## src/rtl/uart_pkg.sv

```systemverilog
// rtl/uart_pkg.sv - shared constants, state encoding and divisor helper for the byte UART
package uart_pkg;

    localparam int DATA_BITS = 8;
    localparam int OS_RATE   = 16;
    localparam int SAMPLE_A  = 7;
    localparam int SAMPLE_B  = 8;
    localparam int SAMPLE_C  = 9;
    localparam int OS_W      = 9;

    localparam int BAUD_9600   = 9600;
    localparam int BAUD_19200  = 19200;
    localparam int BAUD_38400  = 38400;
    localparam int BAUD_57600  = 57600;
    localparam int BAUD_115200 = 115200;

    // Reference values at 50 MHz; the TX side uses the full-bit set.
    localparam int BIT_DIV_9600   = 5207;
    localparam int BIT_DIV_19200  = 2603;
    localparam int BIT_DIV_38400  = 1301;
    localparam int BIT_DIV_57600  = 867;
    localparam int BIT_DIV_115200 = 433;

    localparam int OS_DIV_9600   = 324;
    localparam int OS_DIV_19200  = 161;
    localparam int OS_DIV_38400  = 80;
    localparam int OS_DIV_57600  = 53;
    localparam int OS_DIV_115200 = 26;

    typedef enum logic [1:0] {
        IDLE  = 2'd0,
        START = 2'd1,
        DATA  = 2'd2,
        STOP  = 2'd3
    } rx_state_t;

    // Terminal count of the oversample counter; reproduces the OS_DIV table at 50 MHz.
    function automatic logic [OS_W-1:0] calc_os_div(input int clk_hz, input int baud);
        return OS_W'(clk_hz / (baud * OS_RATE) - 1);
    endfunction

endpackage

```

## src/rtl/uart_os_tick.sv

```systemverilog
// rtl/uart_os_tick.sv - oversample tick generator, one pulse every i_div+1 clocks
module uart_os_tick
    import uart_pkg::*;
(
    input  logic            clk,
    input  logic            rst_n,
    input  logic [OS_W-1:0] i_div,
    input  logic            i_en,
    input  logic            i_clr,
    output logic            o_tick
);

    logic [OS_W-1:0] r_cnt;
    logic            w_wrap;

    assign w_wrap = (r_cnt == i_div);
    assign o_tick = i_en & ~i_clr & w_wrap;

    always_ff @(posedge clk or negedge rst_n) begin
        if (!rst_n) begin
            r_cnt <= '0;
        end else if (i_clr) begin
            r_cnt <= '0;
        end else if (i_en) begin
            r_cnt <= w_wrap ? '0 : r_cnt + 1'b1;
        end
    end

endmodule

```

## src/rtl/uart_byte_rx.sv

```systemverilog
// rtl/uart_byte_rx.sv - 8N1 UART byte receiver with 16x oversampling and 3-sample majority vote
module uart_byte_rx
    import uart_pkg::*;
#(
    parameter int CLK_HZ = 50_000_000
) (
    input  logic       clk,
    input  logic       rst_n,
    input  logic [2:0] baud_set,
    input  logic       rs232_rx,
    output logic [7:0] data_byte,
    output logic       rx_done,
    output logic       frame_err,
    output logic       uart_state
);

    localparam logic [OS_W-1:0] OS_DIV_B0 = calc_os_div(CLK_HZ, BAUD_9600);
    localparam logic [OS_W-1:0] OS_DIV_B1 = calc_os_div(CLK_HZ, BAUD_19200);
    localparam logic [OS_W-1:0] OS_DIV_B2 = calc_os_div(CLK_HZ, BAUD_38400);
    localparam logic [OS_W-1:0] OS_DIV_B3 = calc_os_div(CLK_HZ, BAUD_57600);
    localparam logic [OS_W-1:0] OS_DIV_B4 = calc_os_div(CLK_HZ, BAUD_115200);

    rx_state_t       r_state;
    rx_state_t       w_state_nxt;
    logic            r_sync1;
    logic            r_sync2;
    logic            r_prev;
    logic            w_fall;
    logic [OS_W-1:0] r_div;
    logic [OS_W-1:0] w_div_sel;
    logic            w_tick;
    logic [3:0]      r_sample_cnt;
    logic [3:0]      r_bit_cnt;
    logic            r_s_a;
    logic            r_s_b;
    logic            w_decide;
    logic            w_vote;
    logic [7:0]      r_shift;
    logic [7:0]      r_data_byte;
    logic            r_rx_done;
    logic            r_frame_err;
    logic            w_latch;
    logic            w_shift_en;
    logic            w_load;
    logic            w_done_nxt;
    logic            w_err_nxt;

    always_comb begin
        case (baud_set)
            3'd1:    w_div_sel = OS_DIV_B1;
            3'd2:    w_div_sel = OS_DIV_B2;
            3'd3:    w_div_sel = OS_DIV_B3;
            3'd4:    w_div_sel = OS_DIV_B4;
            default: w_div_sel = OS_DIV_B0;
        endcase
    end

    // Synchronizer resets to the idle-high line level so reset never looks like a start edge.
    always_ff @(posedge clk or negedge rst_n) begin
        if (!rst_n) begin
            r_sync1 <= 1'b1;
            r_sync2 <= 1'b1;
            r_prev  <= 1'b1;
        end else begin
            r_sync1 <= rs232_rx;
            r_sync2 <= r_sync1;
            r_prev  <= r_sync2;
        end
    end

    assign w_fall = r_prev & ~r_sync2;

    uart_os_tick u_os_tick (
        .clk    (clk),
        .rst_n  (rst_n),
        .i_div  (r_div),
        .i_en   (r_state != IDLE),
        .i_clr  (r_state == IDLE),
        .o_tick (w_tick)
    );

    assign w_decide = w_tick && (r_sample_cnt == 4'(SAMPLE_C));
    assign w_vote   = (r_s_a & r_s_b) | (r_s_a & r_sync2) | (r_s_b & r_sync2);

    always_ff @(posedge clk or negedge rst_n) begin
        if (!rst_n) begin
            r_state <= IDLE;
        end else begin
            r_state <= w_state_nxt;
        end
    end

    always_comb begin
        w_state_nxt = r_state;
        w_latch     = 1'b0;
        w_shift_en  = 1'b0;
        w_load      = 1'b0;
        w_done_nxt  = 1'b0;
        w_err_nxt   = 1'b0;
        case (r_state)
            IDLE: begin
                if (w_fall) begin
                    w_state_nxt = START;
                    w_latch     = 1'b1;
                end
            end
            START: begin
                if (w_decide) begin
                    w_state_nxt = w_vote ? IDLE : DATA;
                end
            end
            DATA: begin
                if (w_decide) begin
                    w_shift_en = 1'b1;
                    if (r_bit_cnt == 4'(DATA_BITS)) begin
                        w_state_nxt = STOP;
                    end
                end
            end
            STOP: begin
                // Leave at mid-stop so a back-to-back start edge is seen immediately.
                if (w_decide) begin
                    w_state_nxt = IDLE;
                    w_load      = w_vote;
                    w_done_nxt  = w_vote;
                    w_err_nxt   = ~w_vote;
                end
            end
            default: begin
                w_state_nxt = IDLE;
            end
        endcase
    end

    always_ff @(posedge clk or negedge rst_n) begin
        if (!rst_n) begin
            r_div        <= OS_DIV_B0;
            r_sample_cnt <= '0;
            r_bit_cnt    <= '0;
            r_s_a        <= 1'b1;
            r_s_b        <= 1'b1;
        end else if (w_latch) begin
            r_div        <= w_div_sel;
            r_sample_cnt <= '0;
            r_bit_cnt    <= '0;
        end else if (w_tick) begin
            r_sample_cnt <= r_sample_cnt + 1'b1;
            if (r_sample_cnt == 4'(SAMPLE_A)) begin
                r_s_a <= r_sync2;
            end
            if (r_sample_cnt == 4'(SAMPLE_B)) begin
                r_s_b <= r_sync2;
            end
            if (w_decide) begin
                r_bit_cnt <= r_bit_cnt + 1'b1;
            end
        end
    end

    // LSB arrives first, so shifting in from the top leaves the first bit in bit 0.
    always_ff @(posedge clk or negedge rst_n) begin
        if (!rst_n) begin
            r_shift     <= '0;
            r_data_byte <= '0;
            r_rx_done   <= 1'b0;
            r_frame_err <= 1'b0;
        end else begin
            if (w_shift_en) begin
                r_shift <= {w_vote, r_shift[7:1]};
            end
            if (w_load) begin
                r_data_byte <= r_shift;
            end
            r_rx_done   <= w_done_nxt;
            r_frame_err <= w_err_nxt;
        end
    end

    assign data_byte  = r_data_byte;
    assign rx_done    = r_rx_done;
    assign frame_err  = r_frame_err;
    assign uart_state = (r_state != IDLE);

endmodule

```

## config.mk

```make
export PLATFORM = sky130hd
export DESIGN_NAME = uart_byte_rx
export DESIGN_NICKNAME = d
export VERILOG_FILES = /design/src/rtl/uart_pkg.sv /design/src/rtl/uart_os_tick.sv /design/src/rtl/uart_byte_rx.sv
export SDC_FILE = /design/constraint.sdc
export NUM_CORES = 1
export LEC_CHECK = 0
export ABC_CLOCK_PERIOD_IN_PS = 3390
export BUFFER_PORTS_ARGS = -buffer_cell sky130_fd_sc_hd__clkbuf_2
export CORE_UTILIZATION = 35
export CTS_BUF_LIST = sky130_fd_sc_hd__clkbuf_8
export CTS_CLUSTER_SIZE = 14
export DETAILED_ROUTE_END_ITERATION = 6
export GPL_TIMING_DRIVEN = 0
export HOLD_SLACK_MARGIN = 0.15
export PLACE_DENSITY = 0.57
export SLEW_MARGIN = 20
export SYNTH_ARGS = -nofsm -noshare
export SYNTH_HDL_FRONTEND = slang
export SYNTH_HIERARCHICAL = 1
export SYNTH_SLANG_ARGS = --single-unit
export TNS_END_PERCENT = 20
```

## constraint.sdc

```tcl
create_clock -name clk -period 3.39 [get_ports clk]
set_input_delay 0 -clock clk [delete_from_list [all_inputs] [get_ports clk]]
set_output_delay 0 -clock clk [all_outputs]
set_load 0.02 [all_outputs]
```

# Yosys cells after proc, flatten, opt, wreduce, memory -nomap -nowiden
# Cells that the tools add are included.
dict set report word_totals {
  reg_bits 51
  input_bits 6
  output_inout_bits 11
  word_cells 80
}
dict set report op_classes {
  n_addsub 3
  eq_ne 17
  n_mux 24
  bitwise 12
  n_reduce_logical 10
}
# op n
set op_table {}
lappend op_table {{$pmux W9 S4} 1}
lappend op_table {{$mux W9} 3}
lappend op_table {{$mux W4} 5}
lappend op_table {{$eq A4 B4 Y1 const B} 3}
lappend op_table {{$mux W2} 6}
lappend op_table {{$ne A2 B2 Y1 const B} 5}
lappend op_table {{$add A9 B1 Y9 const B} 1}
lappend op_table {{$eq A9 B9 Y1} 1}
lappend op_table {{$add A4 B1 Y4 const B} 2}
lappend op_table {{$mux W1} 8}
lappend op_table {{$pmux W2 S4} 1}
lappend op_table {{$reduce_bool A2 Y1} 4}
lappend op_table {{$and A1 B1 Y1} 6}
lappend op_table {{$eq A3 B2 Y1 const B} 2}
lappend op_table {{$reduce_and A3 Y1} 2}
lappend op_table {{$reduce_and A5 Y1} 1}
lappend op_table {{$eq A2 B2 Y1 const B} 2}
lappend op_table {{$eq A4 B3 Y1 const B} 1}
lappend op_table {{$not A1 Y1} 4}
lappend op_table {{$eq A3 B1 Y1 const B} 1}
lappend op_table {{$eq A3 B3 Y1 const B} 1}
lappend op_table {{$eq A2 B1 Y1 const B} 1}
lappend op_table {{$logic_not A2 Y1} 1}
lappend op_table {{$or A1 B1 Y1} 2}
lappend op_table {{2 further kinds} 2}

# Longest topological paths before layout
# Gate-level depths: netlist of the first run.
dict set report logic_depth {
  word_depth 8
  mapped_depth 10
  depth_no_buf 7
}

# Hierarchy
# Netlist of the first run, hierarchy kept.
# mod instances cells_per_inst area_per_inst_um2 seq_area_each_um2
set modules_own_cells {}
lappend modules_own_cells {uart_byte_rx 1 140 1808.0 1011.0}
lappend modules_own_cells {uart_os_tick 1 65 611.8 225.2}

# Worst setup path before layout of the first run
# OpenSTA, ideal clock, no wires.
dict set report synth_path {
  kind {register -> register}
  from {register u_os_tick.r_cnt[0]}
  to {register r_shift[0]}
  t_arrival_ps 2348
  required_time_ps 3265
  slack_ps 917
  path_stages_with_launch 10
  n_path_buf 2
  cell_sequence {dfrtp_1 -> xnor2_1 -> nand2_2 -> or4_4 -> nor3_2 -> buf_6 -> nand4_2 -> or3_1 -> buf_6 -> mux2_4}
}
dict set report synth_via {
  elab_chain_cells 5
}
# element line
set synth_lines {}
lappend synth_lines {{start, declared} uart_os_tick.sv:13} ;# logic [OS_W-1:0] r_cnt;
lappend synth_lines {{start signal, assigned} uart_os_tick.sv:25} ;# r_cnt <= w_wrap ? '0 : r_cnt + 1'b1;
lappend synth_lines {{$eq A9 B9 Y1} uart_os_tick.sv:16} ;# assign w_wrap = (r_cnt == i_div);
lappend synth_lines {{$and A1 B1 Y1} uart_os_tick.sv:17} ;# assign o_tick = i_en & ~i_clr & w_wrap;
lappend synth_lines {{net w_tick} uart_byte_rx.sv:31} ;# logic w_tick;
lappend synth_lines {{$logic_and A1 B1 Y1} uart_byte_rx.sv:82} ;# assign w_decide = w_tick && (r_sample_cnt == 4'(SAMPLE_C));
lappend synth_lines {{$mux W1} uart_byte_rx.sv:113} ;# if (w_decide) begin
lappend synth_lines {{$mux W1} uart_byte_rx.sv:100} ;# case (r_state)
lappend synth_lines {{end signal, assigned} uart_byte_rx.sv:169} ;# r_shift <= {w_vote, r_shift[7:1]};
lappend synth_lines {{end, declared} uart_byte_rx.sv:38} ;# logic [7:0] r_shift;
# The timed path passes the listed nets, and every way through them passes these cells.
# A chain may end at the register's enable or synchronous reset.

# Worst setup path in the final report of the first run
dict set report layout_path {
  from {register u_os_tick.r_cnt[0]}
  to {register r_data_byte[7] (netlist: data_byte[7])}
}
dict set report layout_via {
  elab_chain_cells 5
}
# element line
set layout_lines {}
lappend layout_lines {{$eq A9 B9 Y1} uart_os_tick.sv:16}
lappend layout_lines {{$and A1 B1 Y1} uart_os_tick.sv:17}
lappend layout_lines {{net w_tick} uart_byte_rx.sv:31}
lappend layout_lines {{$logic_and A1 B1 Y1} uart_byte_rx.sv:82}
lappend layout_lines {{$mux W1} uart_byte_rx.sv:122} ;# if (w_decide) begin
lappend layout_lines {{$mux W1} uart_byte_rx.sv:100}
lappend layout_lines {{end signal, assigned} uart_byte_rx.sv:172} ;# r_data_byte <= r_shift;
lappend layout_lines {{end, declared} uart_byte_rx.sv:39} ;# logic [7:0] r_data_byte;
# The timed path passes the listed nets, and every way through them passes these cells.

==> flow_metrics.env, run 1 <==
export IMPL_status="finished, final reports clean"
export IMPL_dieArea_um2=7250
export IMPL_internal_power_uw=1060
export IMPL_rows=29
export IMPL_synth_top_family_by_area="simple AND/OR/NAND/NOR gates"
export IMPL_ios=17
export IMPL_slew_viol_final=0
export IMPL_crit_family="simple AND/OR/NAND/NOR gates"
export IMPL_synthesis_nets=217
export IMPL_ir_drop_mv=0.174
export IMPL_synth_cell_types=45
export IMPL_postSynthAreaPerCell_um2=11.8
export IMPL_synth_warnings=6
export IMPL_synth_cell_area_um2=2420
export IMPL_core_area_um2=6490
export IMPL_grt_pass1_vias=1606
export IMPL_r2r_cells=8
export IMPL_reg2reg_slack_ps=680
export IMPL_combinationalPowerShare=0.231
export IMPL_dpl_hpwl_mm=2.85
export IMPL_arrival_ps=2900
export IMPL_viasPerCell=5.05
export IMPL_route_detailed_drc=0
export IMPL_drive_gt1_frac=0.288
export IMPL_synthToLayoutAreaGrowth_pct=15.0
export IMPL_first_pass_iters=4
export IMPL_path_buf_inv=1
export IMPL_cts_made_buffers=5
export IMPL_htreeDepth=2
export IMPL_synth_top_area_frac=0.424
export IMPL_routabilityCongestion=0.750
export IMPL_postCtsSetupRepairBufs=0
export IMPL_setup_viol=0
export IMPL_antenna_cells=0
export IMPL_worst_setup_path_type="reg -> reg"
export IMPL_synth_seq_cells=49
export IMPL_fmax_mhz=369
export IMPL_hold_viol=0
export IMPL_start_util=0.373
export IMPL_rr_endpoint="data_byte[7]$_DFFE_PN0P_"
export IMPL_finalSetupTns_ps=0
export IMPL_ant_nets=0
export IMPL_cp_max_fo=9
export IMPL_cts_root_buf="clkbuf_8"
export IMPL_clkPwrFrac=0.275
export IMPL_wirelength_mm=4.14
export IMPL_die_x_um=85.2
export IMPL_grt_antenna_before_repair=0
export IMPL_critical_path_max_stage_delay_ps=530
export IMPL_clock_skew_ps=5.29
export IMPL_period_needed_ps=2710
export IMPL_switchingPower_uw=487
export IMPL_switching_share=0.316
export IMPL_grt_pass1_wl_mm=7.51
export IMPL_yosys_area_share_simple=0.178
export IMPL_synth_area_mux_share=0.0951
export IMPL_synth_xor_area_share=0.0832
export IMPL_port_buffers=16
export IMPL_cts_buffer_depth=2
export IMPL_power_density_nw_per_um2=554
export IMPL_wl_per_cell_um=13.2
export IMPL_async_reset_ff_frac=1.00
export IMPL_synth_edf_count=0
export IMPL_hold_buffers=7
export IMPL_synthFlopType="dfrtp_1"
export IMPL_synth_seq_area_share=0.511
export IMPL_rsz0062_at_grt="false"
export IMPL_r2r_start="u_os_tick/r_cnt[0]$_DFFE_PN0P_"
export IMPL_crit_cells=8
export IMPL_fin_area_um2=2780
export IMPL_crit_start="u_os_tick/r_cnt[0]$_DFFE_PN0P_"
export IMPL_required_ps=3580
export IMPL_place_area_um2=2600
export IMPL_synth_compound_area_frac=0.0558
export IMPL_fin_nets=247
export IMPL_worst_pin_slew_ps=891
export IMPL_grt_max_degree=50
export IMPL_route_vias_total=1582
export IMPL_min_delay_path_class="in -> async"
export IMPL_critical_path_cell_chain="xnor2_1, nand2_2, or4_4, nor3_2, buf_6, and4b_2, nand4_2, mux2_2"
export IMPL_die_h_um=85.2
export IMPL_max_slew_margin_rel=0.404
export IMPL_max_cap_viol_count=0
export IMPL_synth_top_cells_by_area="dfrtp_1 42%, dfstp_2 8.7%, xnor2_1 5.8%"
export IMPL_post_synth_top_area_cell="dfrtp_1"
export IMPL_critPathSlowestCell="or4_4"
export IMPL_first_iter_violations=62
export IMPL_p_seq_frac=0.495
export IMPL_cts_tree="yes"
export IMPL_worstSetupStartpointType="flop"
export IMPL_synthAdderAreaFrac=0.0357
export IMPL_grt_ovfl_total=0
export IMPL_leakagePower_uw=0.00132
export IMPL_worstSetupEndpointType="flop"
export IMPL_grt_usage=0.130
export IMPL_clk_pin_slew_ps=90
export IMPL_cts_resized=0
export IMPL_clock_latency_ps=300
export IMPL_period_share=0.799
export IMPL_syn_inst=205
export IMPL_cts_sinks=49
export IMPL_worstSetupEndpoint="data_byte[7]$_DFFE_PN0P_"
cell usage after synthesis, types with 2 or more instances:
master	n
nand4_2	2
mux2i_1	2
nor3_1	8
dfstp_2	8
nor3b_1	3
dfrtp_1	41
or3_1	3
buf_6	4
mux2_4	8
nand3_1	2
nand4b_1	3
xnor2_1	16
mux2_2	8
nand4_1	7
nand2b_1	2
ha_1	6
xor2_1	7
nand2_1	14
a21oi_1	6
o21ai_0	11
inv_1	10
nor2_1	11
cell type report:
cell class                      instances  area [um2]
Buffer                                  7        61.3
Clock buffer                            5        68.8
Clock inverter                          3        46.3
Fill cell                             623        3710
Inverter                               10        37.5
Multi-Input combinational cell        139        1080
Sequential cell                        49        1240
Tap cell                               77        96.3
Timing Repair Buffer                   23         153
cells in the final DEF (no fill, tap or decap), types with 2 or more instances in the layout:
| master | n |
|---|---|
| nand4b_1 | 3 |
| nor2_1 | 11 |
| nand3_1 | 2 |
| dfrtp_1 | 41 |
| mux2_2 | 8 |
| o21ai_0 | 11 |
| clkbuf_8 | 5 |
| a21oi_1 | 6 |
| dfstp_2 | 8 |
| xnor2_1 | 16 |
| nand2b_1 | 2 |
| ha_1 | 6 |
| nand2_1 | 14 |
| nand4_2 | 2 |
| mux2_4 | 8 |
| nand4_1 | 7 |
| nor3b_1 | 3 |
| nor3_1 | 8 |
| dlygate4sd3_1 | 7 |
| mux2i_1 | 2 |
| clkbuf_2 | 15 |
| buf_6 | 4 |
| xor2_1 | 7 |
| or3_1 | 3 |
| inv_1 | 10 |
per-layer routing:
| layer | GRT usage | wire, um | share of wire | vias to the layer above |
|---|---|---|---|---|
| met2 | 0.213 | 1970 | 0.48 | 17 |
| met4 | 0.0324 | 42 | 0.010 | 0 |
| li1 | - | - | - | 775 |
| met5 | 0 | 0 | 0 | - |
| met1 | 0.175 | 2020 | 0.49 | 785 |
| met3 | 0.0292 | 104 | 0.025 | 5 |
how the worst min path moves through the flow:
stage | from | end | slack (ps) | depth (start not counted)
after floorplan | rst_n | asynchronous set/reset pin | -300 | 0
after global placement | rs232_rx | r_sync1$_DFF_PN1_ | 90 | 1
after detailed placement | rs232_rx | r_sync1$_DFF_PN1_ | 90 | 1
after CTS | rs232_rx | r_sync1$_DFF_PN1_ | 310 | 2
after global routing | rs232_rx | r_sync1$_DFF_PN1_ | 320 | 2
final | rst_n | u_os_tick/r_cnt[2]$_DFFE_PN0P_ | 290 | 2
cells by family after synthesis:
family                     count (synthesis)
AOI/OAI and AO/OA                         23
xor gates and xnor gates                  23
adders and majority gates                  7
buffers and inverters                     17
DFF                                       49
muxes                                     18
and+or+nand+nor                           68
power groups by stage:
stage | clock network [uW] | logic, uW | registers [uW]
3_3_place_gp | 0 | 343 | 775
3_5_place_dp | 0 | 350 | 776
5_1_grt | 467 | 414 | 778
6_report | 424 | 356 | 763
4_1_cts | 442 | 360 | 764
2_1_floorplan | 0 | 289 | 747
registers in the layout, summed over array words and instances (netlist names), 4 cells and up, named ones only:
name and cells:
data_byte 8, u_os_tick/r_cnt 9, r_bit_cnt 4, r_div 7, r_sample_cnt 4, r_shift 8
worst reg2reg max path, delay by kind of cell (launching register included):
family / cells / cell delay, ps
buf+inv: 1 / 170
flops: 1 / 480
simple gates: 5 / 1360
mux: 1 / 370
xor+xnor: 1 / 220
through the flow:
stage	hold slack, ps	utilization	total power [uW]	cells	setup WS (ps)
6_report	292	0.429	1540	313	681
3_5_place_dp	89.3	0.400	1130	298	673
4_1_cts	310	0.429	1570	313	656
3_3_place_gp	90.2	0.400	1120	298	711
2_1_floorplan	-296	-	1040	205	917
5_1_grt	323	0.429	1660	313	510
Power figures use the tool's default switching activity.
==> run 2, diff against run 1 <==
ABC_CLOCK_PERIOD_IN_PS = 2400   (was 3390)
PLACE_DENSITY = 0.59   (was 0.57)
clock period = 2.4 ns   (was 3.39 ns; I/O delays follow)
==> run 2 against run 1 <==
Against the previous run: the flow now finishes with violations (negative setup slack); sequential power up 44%; clock power up 37%; critical path depth up 1; sequential share of layout area down 1.9 points; clock skew up 7.9 ps; critical path type unchanged; largest power group unchanged; highest routed layer unchanged.
==> flow_metrics.env, run 2 (same netlist as run 1, synthesis figures left out) <==
export IMPL_grt_usage=0.135
export IMPL_violations="negative setup slack"
export IMPL_crit_family="simple AND/OR/NAND/NOR gates"
export IMPL_crit_cells=9
export IMPL_grt_antenna_before_repair=0
export IMPL_worst_pin_slew_ps=919
export IMPL_critical_path_cell_chain="xnor2_2, nand2_1, or4_4, nor3_4, buf_6, nand4_4, or3_1, buf_6, mux2_4"
export IMPL_preCtsSetupSlack_ps=-305
export IMPL_most_common_layout_cells="34 x dfrtp_1, 15 x clkbuf_2, 14 x nand2_1"
export IMPL_min_delay_path_class="in -> async"
export IMPL_core_area_um2=6490
export IMPL_reg2reg_slack_ps=-130
export IMPL_cts_made_buffers=5
export IMPL_start_util=0.373
export IMPL_cts_tree="yes"
export IMPL_antenna_cells=0
export IMPL_critical_path_max_stage_delay_ps=560
export IMPL_period_needed_ps=2530
export IMPL_die_h_um=85.2
export IMPL_regMostFlops="u_os_tick/r_cnt"
export IMPL_route_vias_total=1610
export IMPL_routabilityCongestion=0.763
export IMPL_rows=29
export IMPL_slew_viol_final=0
export IMPL_clk_pin_slew_ps=100
export IMPL_path_buf_inv=2
export IMPL_power_total_uw=2330
export IMPL_nFillCells=587
export IMPL_grt_pass1_wl_mm=7.84
export IMPL_first_iter_violations=55
export IMPL_synthToLayoutAreaGrowth_pct=21.1
export IMPL_power_density_nw_per_um2=797
export IMPL_htreeDepth=2
export IMPL_clock_latency_ps=300
export IMPL_fmax_mhz=396
export IMPL_r2r_start="r_div[6]$_DFFE_PN1P_"
export IMPL_grt_max_degree=50
export IMPL_ant_nets=0
export IMPL_drive_gt1_frac=0.366
export IMPL_dieArea_um2=7250
export IMPL_worst_setup_path_type="reg -> reg"
export IMPL_timing_critical_path_mode_cell="buf_6"
export IMPL_viasPerCell=5.03
export IMPL_port_buffers=16
export IMPL_largest_reg_flops=9
export IMPL_leakagePower_uw=0.00140
export IMPL_rsz0062_at_grt="true"
export IMPL_r2r_cells=9
export IMPL_period_share=1.05
export IMPL_first_pass_iters=3
export IMPL_grt_ovfl_total=0
export IMPL_place_area_um2=2610
export IMPL_clock_skew_ps=13.2
export IMPL_status="complete, but fails checks"
export IMPL_route_detailed_drc=0
export IMPL_arrival_ps=2710
export IMPL_cts_buffer_depth=2
export IMPL_max_slew_margin_rel=0.386
export IMPL_die_x_um=85.2
export IMPL_ios=17
export IMPL_required_ps=2590
export IMPL_wirelength_mm=4.48
export IMPL_cts_root_buf="clkbuf_8"
export IMPL_cts_sinks=49
export IMPL_wl_per_cell_um=14.0
export IMPL_max_cap_viol_count=0
export IMPL_cp_max_fo=8
export IMPL_grt_pass1_vias=1622
export IMPL_fin_nets=254
export IMPL_fin_area_um2=2930
export IMPL_critPathSlowestCell="dfstp_2"
export IMPL_setup_ws_ps=-127
export IMPL_ir_drop_mv=0.327
export IMPL_worstSetupStartpointType="flop"
export IMPL_setup_viol=17
export IMPL_rr_endpoint="r_shift[0]$_DFFE_PN0P_"
export IMPL_hold_viol=0
export IMPL_worstSetupEndpointType="flop"
export IMPL_dpl_hpwl_mm=2.82
export IMPL_final_common_cell="dfrtp_1"
-- run 2: cell count changes in the layout (fill, tap and decap cells not counted), moves of 2 or more --
cell	previous run	this run
xnor2_2	0	7
dfrtp_2	0	7
xnor2_1	16	9
dfrtp_1	41	34
nand4_4	0	2
buf_4	1	8
-- run 2: final cells by class --
cell class / instances / area, um2 / share of cell area
Sequential cell: 49 / 1240 / 0.425
Multi-Input combinational cell: 140 / 1180 / 0.402
Timing Repair Buffer: 30 / 205 / 0.0700
Tap cell: 77 / 96.3 / 0.0329
Clock buffer: 5 / 68.8 / 0.0235
Buffer: 6 / 57.6 / 0.0196
Clock inverter: 3 / 42.5 / 0.0145
Inverter: 10 / 37.5 / 0.0128
-- run 2: where the power goes --
| group | switching, uW | internal [uW] | total, uW |
|---|---|---|---|
| Combinational | 325 | 330 | 655 |
| Sequential | 142 | 956 | 1100 |
| Clock | 273 | 309 | 582 |
-- run 2: layer usage --
metal | part of all wire | global-route usage | vias up
met4 | 0.0031 | 0.0324 | 0
met2 | 0.47 | 0.216 | 13
met3 | 0.023 | 0.0302 | 2
li1 | - | - | 791
met5 | 0 | 0 | -
met1 | 0.50 | 0.187 | 804
-- run 2: how the worst max path moves through the flow --
stage | from | endpoint | slack (ps)
floorplan | u_os_tick/r_cnt[0]$_DFFE_PN0P_ | r_shift[0]$_DFFE_PN0P_ | -60
global placement | u_os_tick/r_cnt[0]$_DFFE_PN0P_ | data_byte[6]$_DFFE_PN0P_ | -280
CTS | r_div[6]$_DFFE_PN1P_ | r_shift[0]$_DFFE_PN0P_ | -130
detailed placement | u_os_tick/r_cnt[0]$_DFFE_PN0P_ | data_byte[6]$_DFFE_PN0P_ | -300
global route | u_os_tick/r_cnt[5]$_DFFE_PN0P_ | r_shift[4]$_DFFE_PN0P_ | -210
finish | r_div[6]$_DFFE_PN1P_ | r_shift[0]$_DFFE_PN0P_ | -130
-- run 2: stage by stage --
step                TNS (ps)  utilization  std cells  hold slack (ps)
global route           -3000        0.451        320              338
detailed placement     -4590        0.401        298             90.5
floorplan               -441            -        205             -296
CTS                    -1150        0.442        318              316
finish                 -1120        0.451        320              299
global placement       -4280        0.401        298             89.6
-- run 2: repair_timing --
action                                  in CTS  in global routing
endpoints found under the hold margin       49                  0
gates resized for setup                      8                  9
pin swaps                                    6                  1
gates cloned                                 1                  0
hold buffers                                 7                  0
endpoints found under the setup margin      20                 23
setup buffers                                5                  2
